==> config.mk <==
export PLATFORM = sky130hd
export DESIGN_NAME = ram_port_arbiter
export DESIGN_NICKNAME = d
export VERILOG_FILES = /design/src/rtl/ram_port_arbiter.sv
export SDC_FILE = /design/constraint.sdc
export NUM_CORES = 1
export LEC_CHECK = 0
export CORE_ASPECT_RATIO = 2
export CORE_UTILIZATION = 35
export CTS_CLUSTER_DIAMETER = 100
export DETAILED_ROUTE_END_ITERATION = 8
export GPL_TIMING_DRIVEN = 0
export PLACE_DENSITY = 0.87
export REMOVE_ABC_BUFFERS = 1
export SETUP_SLACK_MARGIN = 0.05
export SYNTH_ARGS = -nofsm -noshare
export SYNTH_HDL_FRONTEND = slang
export SYNTH_SLANG_ARGS = --single-unit
==> constraint.sdc <==
create_clock -name clk -period 2.5 [get_ports clk]
set_clock_uncertainty 0.2 [all_clocks]
set_input_delay 0.5 -clock clk [delete_from_list [all_inputs] [get_ports clk]]
set_output_delay 0.5 -clock clk [all_outputs]
set_load 0.01 [all_outputs]
==> src/rtl/ram_port_arbiter.sv <==
// Four-requester arbiter sharing a single synchronous RAM port.
// Round-robin grants, with an optional per-requester lock that an idle timeout can break.
module ram_port_arbiter #(
  parameter int DATA_WIDTH   = 8,
  parameter int ADDR_WIDTH   = 4,
  parameter int LOCK_TIMEOUT = 15
) (
  input  logic                    clk,
  input  logic                    rst_n,
  input  logic [3:0]              req_valid,
  output logic [3:0]              req_ready,
  input  logic [3:0]              req_we,
  input  logic [3:0]              req_lock,
  input  logic [4*ADDR_WIDTH-1:0] req_addr,
  input  logic [4*DATA_WIDTH-1:0] req_wdata,
  output logic [3:0]              rsp_valid,
  output logic [DATA_WIDTH-1:0]   rsp_rdata,
  output logic                    lock_timeout,
  output logic                    ram_we,
  output logic [ADDR_WIDTH-1:0]   ram_addr,
  output logic [DATA_WIDTH-1:0]   ram_din,
  input  logic [DATA_WIDTH-1:0]   ram_dout
);

  typedef enum logic {UNLOCKED, LOCKED} state_t;

  localparam logic [7:0] TIMEOUT_LAST = 8'(LOCK_TIMEOUT - 1);

  state_t     state;
  logic [1:0] ptr;
  logic [1:0] owner;
  logic [7:0] idle_cnt;

  logic       grant_any;
  logic [1:0] grant_idx;
  logic [1:0] scan_idx;

  // Descending scan so the requester closest to ptr is assigned last and wins.
  always_comb begin
    grant_any = 1'b0;
    grant_idx = 2'd0;
    scan_idx  = 2'd0;
    if (state == LOCKED) begin
      grant_any = req_valid[owner];
      grant_idx = owner;
    end else begin
      for (int k = 3; k >= 0; k--) begin
        scan_idx = ptr + 2'(k);
        if (req_valid[scan_idx]) begin
          grant_any = 1'b1;
          grant_idx = scan_idx;
        end
      end
    end
  end

  always_comb begin
    req_ready = 4'b0000;
    ram_we    = 1'b0;
    ram_addr  = '0;
    ram_din   = '0;
    if (grant_any) begin
      req_ready[grant_idx] = 1'b1;
      ram_we   = req_we[grant_idx];
      ram_addr = req_addr[int'(grant_idx)*ADDR_WIDTH +: ADDR_WIDTH];
      ram_din  = req_wdata[int'(grant_idx)*DATA_WIDTH +: DATA_WIDTH];
    end
  end

  assign rsp_rdata = ram_dout;

  always_ff @(posedge clk or negedge rst_n) begin
    if (!rst_n) begin
      state        <= UNLOCKED;
      ptr          <= 2'd0;
      owner        <= 2'd0;
      idle_cnt     <= 8'd0;
      rsp_valid    <= 4'b0000;
      lock_timeout <= 1'b0;
    end else begin
      rsp_valid    <= (grant_any && !req_we[grant_idx]) ? req_ready : 4'b0000;
      lock_timeout <= 1'b0;
      case (state)
        UNLOCKED: begin
          idle_cnt <= 8'd0;
          if (grant_any) begin
            ptr <= grant_idx + 2'd1;
            if (req_lock[grant_idx]) begin
              state <= LOCKED;
              owner <= grant_idx;
            end
          end
        end
        LOCKED: begin
          if (grant_any) begin
            idle_cnt <= 8'd0;
            if (!req_lock[owner]) begin
              state <= UNLOCKED;
              ptr   <= owner + 2'd1;
            end
          end else if (idle_cnt == TIMEOUT_LAST) begin
            // This idle cycle brings the count to LOCK_TIMEOUT: release the lock.
            state        <= UNLOCKED;
            ptr          <= owner + 2'd1;
            idle_cnt     <= 8'd0;
            lock_timeout <= 1'b1;
          end else if (idle_cnt != 8'hFF) begin
            idle_cnt <= idle_cnt + 8'd1;
          end
        end
        default: state <= UNLOCKED;
      endcase
    end
  end

endmodule

==> results.sh <==
export IMPL_status="finished with violations"
export IMPL_violations="negative setup slack"
export IMPL_routed_wirelength_mm=5.70
export IMPL_critPathKind="flop to primary output"
export IMPL_dp_slack_ns=-1.77
export IMPL_path_clk_slew_ns=0.07
export IMPL_met3_usage=0.0699
export IMPL_ir_worst_vdd_mv=0.853
export IMPL_grt_pass1_wl_mm=9.15
export IMPL_netlist_instances=197
export IMPL_final_hold_viol_count=0
export IMPL_reg2regPathDepth=9
export IMPL_worst_slack_ns=-0.580
export IMPL_clock_path_buffers=2
export IMPL_setup_viol=17
export IMPL_h_tree_depth=1
export IMPL_fin_area_um2=3020
export IMPL_numPlacedInstances=321
export IMPL_crit_required_ns=1.80
export IMPL_clock_latency_ns=0.26
export IMPL_route_detailed_drc=0
export IMPL_fin_nets=378
export IMPL_grt_usage=0.227
export IMPL_dieArea_um2=5350
export IMPL_cts_buffers=3
export IMPL_dp_hpwl_mm=3.60
export IMPL_initial_utilization=0.363
export IMPL_holdWs_ns=0.365
export IMPL_syn2layout_area_growth_pct=71.1
export IMPL_drive_above_1_share=0.329
export IMPL_row_count=36
export IMPL_max_freq_ghz=0.325
export IMPL_holdPathEnd="idle_cnt[3]$_DFFE_PN0P_"
export IMPL_placed_area_um2=2520
export IMPL_worstPathArrival_ns=2.38
export IMPL_holdCritStartpoint="idle_cnt[3]$_DFFE_PN0P_"
export IMPL_rsz0062_at_grt="yes"
export IMPL_p_per_area_nw_per_um2=1250
export IMPL_cellLeakagePower_nw=1.37
export IMPL_grt_pass1_vias=2064
export IMPL_grt_antenna_before_repair=0
export IMPL_slew_headroom=0.473
export IMPL_r2r_end="owner[0]$_DFFE_PN0P_"
export IMPL_cts_root_buf="clkbuf_8"
export IMPL_slowest_delay_ns=0.45
export IMPL_yosysSeqAreaShare=0.255
export IMPL_dr_total_vias=1925
export IMPL_layout_commonest_cell="clkdlybuf4s50_1"
export IMPL_first_iter_violations=31
export IMPL_syn_area_per_cell_um2=8.97
export IMPL_grtUsageMet2=0.437
export IMPL_final_cells=358
export IMPL_grt_max_degree=19
export IMPL_fin_setup_tns_ns=-7.91
export IMPL_ios=100
export IMPL_syn_cell_area_um2=1770
export IMPL_crit_slowest_cell="dfrtp_2"
export IMPL_core_um2=4860
export IMPL_ctsHoldBuffers=0
export IMPL_final_max_slew_viol_count=0
export IMPL_fin_crit_sh=1.23
export IMPL_reg2reg_from="ptr[0]$_DFFE_PN0P_"
export IMPL_vias_per_cell=5.38
export IMPL_min_path_type="flop to flop"
export IMPL_ys_types=51
export IMPL_path_cells="nand2b_4, a2111oi_4, buf_4, a221o_2, buf_4, buf_4, mux2i_2, nand2_1, and3_1, buf_2"
export IMPL_drv_cap=0
export IMPL_gp_congestion=0.826
export IMPL_final_cell_mix="62 x clkdlybuf4s50_1, 28 x nand2_1, 24 x mux2i_1"
export IMPL_cts_sinks=18
export IMPL_start_kind="flop"
export IMPL_firstDrtPassIters=4
export IMPL_die_x_um=52.2
export IMPL_tightest_slew_ns=0.788
export IMPL_end_kind="primary output"
export IMPL_use_met1=0.207
export IMPL_power_mw=3.78
export IMPL_r2r_setup_slack_ns=0.04
export IMPL_diodes=0
export IMPL_cts_tree="done"
export IMPL_utilization=0.621
export IMPL_port_buffers=83
export IMPL_min_period_ns=3.08
export IMPL_routedWlPerCell_um=15.9
export IMPL_critPathMaxFanout=4
export IMPL_yosys_warnings=0
export IMPL_dieHeight_um=102
export IMPL_ant_nets=0
export IMPL_worstHoldPathCells=2
export IMPL_cpMostUsedCell="buf_4"
export IMPL_top_usage_layer="met2"
export IMPL_grt_overflow=0
export IMPL_synth_seq_cells=18
==> synth_stat cells, drive strengths merged <==
master	n	share of area
a31o	1	0.0050
nor3b	1	0.0043
and2	7	0.025
nor3	1	0.0028
or2	1	0.0035
nor4	1	0.0035
o211a	1	0.0057
a2111oi	1	0.0085
o2111ai	1	0.0050
o21ai	2	0.0057
and4	2	0.0099
xor2	4	0.020
o31a	1	0.0050
a21boi	3	0.013
xnor2	1	0.0050
or3	1	0.0035
dfrtp	18	0.25
nand4	3	0.014
o2bb2ai	1	0.0050
and3b	1	0.0050
o22ai	1	0.0035
and3	13	0.046
inv	9	0.019
nand2	29	0.062
o221ai	1	0.0085
buf	15	0.082
nor2	13	0.029
a211oi	1	0.0043
nor2b	4	0.014
a221o	1	0.0057
or2b	1	0.0043
nand2b	3	0.011
mux2	1	0.0064
a21oi	5	0.016
o211ai	2	0.0085
ha	6	0.042
clkinv	1	0.0092
a21o	2	0.0085
mux4	2	0.025
nand3	4	0.011
mux2i	30	0.18
clkbuf	1	0.0021
==> power by group <==
group	internal (mW)	total, mW	switching (mW)
registers	0.375	0.486	0.112
logic	1.68	3.05	1.37
clock network	0.140	0.242	0.102
total	2.20	3.78	1.58
==> worst max-delay path: cells and delay by family (launching register included) <==
family / cells / cell delay (ns)
buffers and inverters: 4 / 0.57
AOI/OAI and AO/OA: 2 / 0.49
DFF: 1 / 0.45
and+or+nand+nor: 3 / 0.41
muxes: 1 / 0.21
==> metal layers <==
layer	up-vias	wire [µm]
met4	0	197
met5	-	0
met2	105	3240
met1	896	1850
li1	904	-
met3	20	410
==> timing repair <==
item                                    CTS  global route
gates cloned                              2             0
endpoints found under the setup margin   29            19
gates resized for setup                 119            22
buffers inserted                         27             6
pin swaps                                10            15
==> final cells by class <==
class | instances | area (µm²)
clock buffers | 4 | 55.1
well taps | 57 | 71.3
fillers | 371 | 1840
flip-flops and latches | 18 | 455
repair buffers | 114 | 1100
multi-input cells | 155 | 1290
inverters | 10 | 55.1
==> registers in the layout (all words and copies together) (netlist names) <==
name          cells
idle_cnt          8
owner             2
lock_timeout      1
ptr               2
rsp_valid         4
state             1
==> logic make-up (layout without fill, tap and decap cells) <==
logic type      count (synthesis)  after routing  share of synthesized area
compound gates                 24             26                      0.108
xor+xnor                        5              5                     0.0248
fa+ha+maj                       6              6                     0.0425
buf+inv                        26            128                      0.113
flops                          18             18                      0.255
mux                            33             33                      0.209
simple gates                   85             85                      0.249
==> worst max path at each step <==
stage,slack (ns),cells after the start,endpoint,startpoint
5_1_grt,-0.62,10,ram_din[0],ptr[1]$_DFFE_PN0P_
3_3_place_gp,-2.39,8,ram_we,req_valid[3]
4_1_cts,-0.53,10,ram_addr[3],ptr[1]$_DFFE_PN0P_
6_report,-0.58,10,ram_din[0],ptr[1]$_DFFE_PN0P_
3_5_place_dp,-1.77,8,ram_we,req_valid[3]
2_1_floorplan,-0.96,6,ram_we,ptr[1]$_DFFE_PN0P_
Power figures use the tool's default switching activity.
